<file path="src/rtl/serial_bit_source_pkg.sv">
// Shared types and sizing helpers for the serial bit source.
package serial_bit_source_pkg;

    typedef enum logic [0:0] {
        IDLE  = 1'b0,
        SHIFT = 1'b1
    } state_e;

    // Width of the strobe divider counter: enough bits to hold DIV-1, never zero.
    function automatic int div_cnt_width(input int div);
        int w;
        w = $clog2(div);
        if (w < 32'sd1) begin
            w = 32'sd1;
        end else begin
            w = w;
        end
        return w;
    endfunction

endpackage

</file>
<file path="src/rtl/serial_bit_source_strobe_divider.sv">
// Free-running divider that emits one tick every DIV cycles while run is high.
// The counter is held at zero whenever run is low, so the first tick after
// run rises always arrives exactly DIV cycles later.
module strobe_divider
    import serial_bit_source_pkg::*;
#(
    parameter int DIV = 4
) (
    input  logic clk,
    input  logic rst,
    input  logic run,
    output logic tick
);

    localparam int            CW   = div_cnt_width(DIV);
    localparam logic [CW-1:0] LAST = CW'(DIV - 32'sd1);
    localparam logic [CW-1:0] STEP = CW'(32'sd1);

    logic [CW-1:0] cnt_r;

    // Count 0..DIV-1 while running, wrap on the tick cycle, clear when stopped.
    always_ff @(posedge clk or posedge rst) begin
        if (rst) begin
            cnt_r <= '0;
        end else if (!run) begin
            cnt_r <= '0;
        end else if (cnt_r == LAST) begin
            cnt_r <= '0;
        end else begin
            cnt_r <= cnt_r + STEP;
        end
    end

    assign tick = run && (cnt_r == LAST);

endmodule

</file>
<file path="src/rtl/serial_bit_source.sv">
// Parallel-to-serial feeder: accepts a word over valid/ready and shifts it
// out MSB-first, one bit per divider strobe, optionally recirculating it.
module serial_bit_source
    import serial_bit_source_pkg::*;
#(
    parameter int W   = 8,
    parameter int DIV = 4
) (
    input  logic         clk,
    input  logic         rst,
    input  logic         in_valid,
    output logic         in_ready,
    input  logic [W-1:0] in_data,
    input  logic         loop,
    output logic         bit_out,
    output logic         bit_en,
    output logic         busy,
    output logic         done
);

    localparam int            IW       = $clog2(W);
    localparam logic [IW-1:0] IDX_LAST = IW'(W - 32'sd1);
    localparam logic [IW-1:0] IDX_STEP = IW'(32'sd1);

    state_e        state_r;
    logic [W-1:0]  sreg_r;
    logic [W-1:0]  word_r;
    logic [IW-1:0] idx_r;
    logic          run_s;
    logic          tick_s;
    logic          last_s;

    assign run_s  = (state_r == SHIFT);
    assign last_s = (idx_r == IDX_LAST);

    strobe_divider #(
        .DIV (DIV)
    ) u_strobe_divider (
        .clk  (clk),
        .rst  (rst),
        .run  (run_s),
        .tick (tick_s)
    );

    // Load on handshake, advance one bit per strobe, reload or stop after the last bit.
    always_ff @(posedge clk or posedge rst) begin
        if (rst) begin
            state_r <= IDLE;
            sreg_r  <= '0;
            word_r  <= '0;
            idx_r   <= '0;
        end else begin
            case (state_r)
                IDLE: begin
                    if (in_valid) begin
                        sreg_r  <= in_data;
                        word_r  <= in_data;
                        idx_r   <= '0;
                        state_r <= SHIFT;
                    end else begin
                        state_r <= IDLE;
                    end
                end
                SHIFT: begin
                    if (tick_s) begin
                        if (!last_s) begin
                            sreg_r <= {sreg_r[W-2:0], 1'b0};
                            idx_r  <= idx_r + IDX_STEP;
                        end else if (loop) begin
                            // Recirculate with no gap: the divider keeps running.
                            sreg_r <= word_r;
                            idx_r  <= '0;
                        end else begin
                            state_r <= IDLE;
                        end
                    end else begin
                        state_r <= SHIFT;
                    end
                end
                default: begin
                    state_r <= IDLE;
                end
            endcase
        end
    end

    // Outputs are decoded straight from state; bit_out is forced low when idle.
    assign in_ready = !run_s;
    assign busy     = run_s;
    assign bit_out  = run_s && sreg_r[W-1];
    assign bit_en   = tick_s;
    assign done     = tick_s && last_s && !loop;

endmodule

</file>
<file path="config.mk">
export PLATFORM = sky130hd
export DESIGN_NAME = serial_bit_source
export DESIGN_NICKNAME = d
export VERILOG_FILES = /design/src/rtl/serial_bit_source_pkg.sv /design/src/rtl/serial_bit_source_strobe_divider.sv /design/src/rtl/serial_bit_source.sv
export SDC_FILE = /design/constraint.sdc
export NUM_CORES = 1
export LEC_CHECK = 0
export CORE_UTILIZATION = 50
export DETAILED_ROUTE_END_ITERATION = 7
export DONT_BUFFER_PORTS = 1
export PLACE_DENSITY_LB_ADDON = 0.3
export SLEW_MARGIN = 5
export SYNTH_ARGS = -nofsm -noshare
export SYNTH_HDL_FRONTEND = slang
export SYNTH_SLANG_ARGS = --single-unit
</file>
<file path="constraint.sdc">
create_clock -name clk -period 4.3 [get_ports clk]
set_input_delay 0.645 -clock clk [delete_from_list [all_inputs] [get_ports clk]]
set_output_delay 0.645 -clock clk [all_outputs]
set_load 0.01 [all_outputs]
</file>
==> metrics.yaml, run 1 <==
synthesis:
  synthXorXnorAreaFrac_pct: 0
  synth_cell_types: 22
  synthMuxAreaShare_pct: 12.5
  synth_fp_nets: 97
  ys_seq_elements: 22
  synth-edff-count: 0
  yosysWarnings: 0
  synth_area_um2: 1080
  avgSynthCellArea_um2: 13.4
  ys_seq_area_share_pct: 50.8
  yosys.area_share.simple_pct: 9.47
  synth_compound_area_share_pct: 17.2
  synthCells: 81
  synth_top_family_by_area: "compound AO/OA/AOI/OAI gates"
  ys.flop_type: "dfrtp_1"
  async_reset_ff_share_pct: 100
  synthAdderAreaFrac_pct: 4.62
clocking:
  cts_hold_buf: 0
  cts-root-buf: "clkbuf_4"
  numCtsBuffers: 3
  cts_sinks: 22
  clockBufferDepth: 2
  worstSkewPairLatency_ns: 0.32
  cts_resized: 0
  tritoncts: "done"
  clk_pin_slew_worst_paths_ns: 0.12
  h-tree-depth: 1
  post_cts_buffers: 0
die:
  fp.dieH_um: 48.6
  rows: 16
  dieArea_um2: 2360
  fp.dieW_um: 48.6
  io_pins: 17
  start_util_pct: 54.1
  core_area_um2: 2000
worst_setup_path:
  crit_start: "busy"
  cpMaxStageDelayCell: "nor2b_2"
  worstPathRequired_ns: 4.52
  crit_cells: 3
  path_max_fanout: 19
  crit_buf_inv: 0
  end_kind: "flip-flop"
  reg2reg_to: "sreg_r[2]"
  critPathCapture: "sreg_r[2]"
  start_kind: "flip-flop"
  r2r_slack_ns: 2.12
  cp_data_arrival_time_ns: 2.39
  cpPeakStageDelay_ns: 0.90
  crit_chain: "nor2b_2, a21oi_4, a221o_1"
  critPathKind: "reg2reg"
  reg2reg_depth: 3
  cp_top_family: "simple AND/OR/NAND/NOR gates"
  r2r_start: "busy"
sta:
  fin_crit_sh_pct: 50.6
  rsz0062_at_grt: "false"
  skew_ns: 0.00870
  fmax_mhz: 460
  maxSlewHeadroom_pct: 30.9
  holdWs_ns: 0.351
  final-max-slew-violation-count: 0
  timing.final.ws_setup_ns: 2.12
  finalCriticalPeriod_ns: 2.18
  worstMarginPinSlew_ns: 1.03
  tns_ns: 0
  finalHoldViolCount: 0
  setup_viol: 0
grt:
  grt_pass1_wl_mm: 3.24
  antenna_found_initial: 0
  gr-total-overflow: 0
  grt_pass1_vias: 653
  grt_start_max_net_pins: 23
  track_usage_pct: 18.6
pwr:
  leakage_nw: 0.512
  ir_drop_mv: 0.323
  p_per_area_nw_per_um2: 709
  p_total_mw: 0.789
job:
  cap_violations: 0
place:
  dpl_cell_area_um2: 1080
  io_buffer_count: 0
  preCtsSetupSlack_ns: 2.15
  dp_hpwl_mm: 1.23
  place_inst: 103
  gp_congestion: 0.757
final_layout:
  multiInputGateArea_um2: 477
  final_area_um2: 1110
  regArea_um2: 551
  nNetsFinal: 97
  syn_to_final_growth_pct: 2.66
  antenna_cells: 0
  final_util_pct: 55.6
  fillers: 192
  drive_above_1_share_pct: 22.5
  final_cells: 107
status:
  status: "finished, final reports clean"
hold_path:
  min_path_type: "in2async"
route:
  dr.pass1.iters: 4
  route.detailed.drc: 0
  vias: 640
  totalWireLength_mm: 1.80
  wl_per_cell_um: 16.8
  viasPerCell: 5.98
  first_iter_violations: 9
  drtAntennaViolNets: 0
where the power goes:
group / switching (mW) / total, mW / internal (mW)
registers: 0.0730 / 0.372 / 0.300
clock network: 0.0637 / 0.116 / 0.0519
logic: 0.132 / 0.301 / 0.168
total: 0.269 / 0.789 / 0.520
layer usage:
layer  global-route usage (%)  vias to the layer above  share of wire [%]
li1                         -                      300                  -
met1                     24.1                      322                 46
met2                     27.7                       13                 46
met3                     7.55                        5                6.2
met4                     7.35                        0                1.9
met5                        0                        -                  0
final cells by class:
class / instances / area share [%]
inverters: 4 / 1.35
clock buffers: 4 / 3.26
well taps: 27 / 3.04
flip-flops and latches: 22 / 49.5
multi-input cells: 50 / 42.9
layout by cell type (no fill, tap or decap), types with 2 or more instances in the layout:
cell	count
mux2_4	9
nand2b_1	3
dfrtp_1	22
a221o_1	7
a32o_1	7
ha_1	4
inv_1	3
and2_1	3
a21o_1	2
nor2_1	2
clkbuf_4	3
o21ai_1	3
nand3_1	3
cells in the mapped netlist (2+ instances only):
| cell type | count | share of area (%) |
|---|---|---|
| dfrtp_1 | 22 | 51 |
| mux2_4 | 9 | 12 |
| a221o_1 | 7 | 6.5 |
| a32o_1 | 7 | 6.5 |
| ha_1 | 4 | 4.6 |
| and2_1 | 3 | 1.7 |
| buf_6 | 3 | 3.1 |
| inv_1 | 3 | 1.0 |
| nand2b_1 | 3 | 1.7 |
| nand3_1 | 3 | 1.4 |
| o21ai_1 | 3 | 1.4 |
| a21o_1 | 2 | 1.4 |
| nor2_1 | 2 | 0.69 |
| nor2b_1 | 2 | 1.2 |
cells by family after synthesis:
family	after synthesis
flip-flops	22
AO/OA/AOI/OAI	20
AND/OR/NAND/NOR	17
buffers and inverters	9
multiplexers	9
adder cells (fa/ha/maj)	4
sequential cells by signal, indices dropped and copies added (netlist names):
name and flops:
sreg_r 8, word_r 8, idx_r 3, u_strobe_divider.cnt_r 2, busy 1
how the worst min path moves through the flow:
stage | endpoint | depth (start not counted)
global placement | u_strobe_divider.cnt_r[0] | 1
floorplan | u_strobe_divider.cnt_r[0] | 1
finish | sreg_r[1] | 1
CTS | word_r[2] | 1
detailed placement | u_strobe_divider.cnt_r[0] | 1
global route | sreg_r[1] | 1
(Power assumes the default switching activity.)
==> run 2, diff against run 1 <==
clock period = 1.9 ns   (was 4.3 ns; I/O delays follow)
==> run 2 against run 1 <==
Sequential share of layout area decreased by 2.8 points; critical path depth up 1; via count grew 3.3%; power rose by 150%; largest power group unchanged.
==> metrics.yaml, run 2 (same netlist as run 1, synthesis figures left out) <==
final_layout:
  final_cell_mix: "dfrtp_1, mux2_4, a32o_1, a221o_1, buf_4"
  drive_above_1_share_pct: 27.9  # +5.4 points
  reg_top3: "sreg_r: 8 flops, word_r: 8 flops, idx_r: 3 flops"
  final_cells: 113  # +5.6%
  syn_to_final_growth_pct: 8.78
  antenna_cells: 0  # unchanged
  final_area_um2: 1180  # +6.0%
  nNetsFinal: 103  # +6.2%
  layout_commonest_cell: "dfrtp_1"
worst_setup_path:
  path_max_fanout: 5  # -14
  critPathKind: "reg2out"
  cpMaxStageDelayCell: "dfrtp_1"
  start_kind: "flip-flop"
  end_kind: "output pin"
  crit_buf_inv: 0  # unchanged
  crit_chain: "ha_1, ha_1, nand2b_1, nor2_2"
  cp_data_arrival_time_ns: 1.52  # -0.87 ns
  crit_path_frequent_cell: "ha_1"
  cpPeakStageDelay_ns: 0.42  # -0.48 ns
  worstPathRequired_ns: 1.62  # -2.90 ns
  reg2reg_depth: 5  # +2
  cp_top_family: "adder cells"
  crit_cells: 4  # +1
place:
  preCtsSetupSlack_ns: 0.172  # -1.98 ns
  dpl_cell_area_um2: 1110  # +3.5%
  dp_hpwl_mm: 1.36  # +10%
  place_inst: 108  # +4.9%
  gp_congestion: 0.831  # +9.8%
  io_buffer_count: 0  # unchanged
pwr:
  leakage_nw: 0.548  # +7.0%
  ir_drop_mv: 1.07  # +230%
  p_per_area_nw_per_um2: 1660  # +130%
sta:
  fin_crit_sh_pct: 95.2
  rsz0062_at_grt: "false"
  holdWs_ns: 0.0951  # -0.256 ns
  timing.final.ws_setup_ns: 0.0912  # -2.03 ns
  worstMarginPinSlew_ns: 0.357  # -0.675 ns
  tns_ns: 0  # unchanged
  maxSlewHeadroom_pct: 76.1  # +45 points
  setup_viol: 0  # unchanged
  skew_ns: 0.00619  # -0.00251 ns
  final-max-slew-violation-count: 0  # unchanged
  finalHoldViolCount: 0  # unchanged
  fmax_mhz: 553
  finalCriticalPeriod_ns: 1.81
route:
  viasPerCell: 5.85  # -2.2%
  wl_per_cell_um: 16.9  # +0.26%
  totalWireLength_mm: 1.91  # +5.9%
  dr.pass1.iters: 4  # unchanged
  first_iter_violations: 14  # +5
  vias: 661  # +3.3%
  drtAntennaViolNets: 0  # unchanged
  route.detailed.drc: 0  # unchanged
grt:
  grt_pass1_wl_mm: 3.35  # +3.2%
  gr-total-overflow: 0  # unchanged
  grt_pass1_vias: 713  # +9.2%
  grt_start_max_net_pins: 23  # unchanged
  track_usage_pct: 19.5  # +0.95 points
  antenna_found_initial: 0  # unchanged
die:
  io_pins: 17  # unchanged
  core_area_um2: 2000  # unchanged
  fp.dieH_um: 48.6  # unchanged
  rows: 16  # unchanged
  dieArea_um2: 2360  # unchanged
  fp.dieW_um: 48.6  # unchanged
  start_util_pct: 54.1  # unchanged
clocking:
  post_cts_buffers: 0  # unchanged
  worstSkewPairLatency_ns: 0.32  # about the same
  cts-root-buf: "clkbuf_4"
  cts_sinks: 22  # unchanged
  clk_pin_slew_worst_paths_ns: 0.12  # about the same
  clockBufferDepth: 2  # unchanged
  numCtsBuffers: 3  # unchanged
  tritoncts: "done"
  h-tree-depth: 1  # unchanged
hold_path:
  min_path_type: "in2reg"
  hold_path_depth: 1
job:
  cap_violations: 0  # unchanged
status:
  status: "finished, final reports clean"
-- run 2: cell types whose count changed in the layout (fill, tap and decap cells not counted), sizes merged --
cell and delta:
clkbuf -1, dlygate4sd3 +1, bufinv +1, buf +5
-- run 2: what timing repair did --
action	in CTS	in global routing
hold endpoints to repair	22	0
resized for setup	0	1
hold buffers	1	0
setup endpoints to repair	0	1
-- run 2: path summary, 6_finish.rpt --
check | startpoint | endpoint | slack [ns]
hold / removal | in_data[7] | word_r[7] | 0.1
hold reg to reg | u_strobe_divider.cnt_r[0] | u_strobe_divider.cnt_r[0] | 0.44
setup reg to reg | idx_r[0] | sreg_r[0] | 0.12
max in group asynchronous | rst | idx_r[2] | 1.27
min in group asynchronous | rst | sreg_r[2] | 0.42
setup / recovery | idx_r[0] | done | 0.09
-- run 2: where the power goes --
part / switching, mW / internal (mW) / total [mW]
logic: 0.355 / 0.420 / 0.775
clock network: 0.150 / 0.214 / 0.364
registers: 0.134 / 0.679 / 0.813
total: 0.639 / 1.31 / 1.95
-- run 2: cell type report --
type / count / area, um^2
flip-flops and latches: 22 / 551
inverters: 4 / 15.0
fillers: 167 / 823
multi-input cells: 50 / 479
clock inverters: 1 / 30.0
well taps: 27 / 33.8
repair buffers: 6 / 47.5
clock buffers: 3 / 22.5
-- run 2: through the flow --
step	util, %	power (mW)
after floorplan	-	1.43
after global placement	55.6	1.57
after detailed placement	55.6	1.59
after CTS	58.8	1.96
after global routing	58.9	2.08
final	58.9	1.95
-- run 2: per-layer routing --
metal / vias to the layer above / routed length, um / GRT usage, %
li1: 312 / - / -
met1: 328 / 838 / 23.7
met2: 15 / 912 / 28.4
met3: 6 / 101 / 7.86
met4: 0 / 55 / 13.2
met5: - / 0 / 0
-- run 2: worst reg2reg max path, cell delays in order, from the launching register on --
cell and delay [ns]:
dfrtp_1 0.40, ha_1 0.19, ha_1 0.23, nand2b_1 0.19
a21oi_4 0.35, mux2_4 0.33
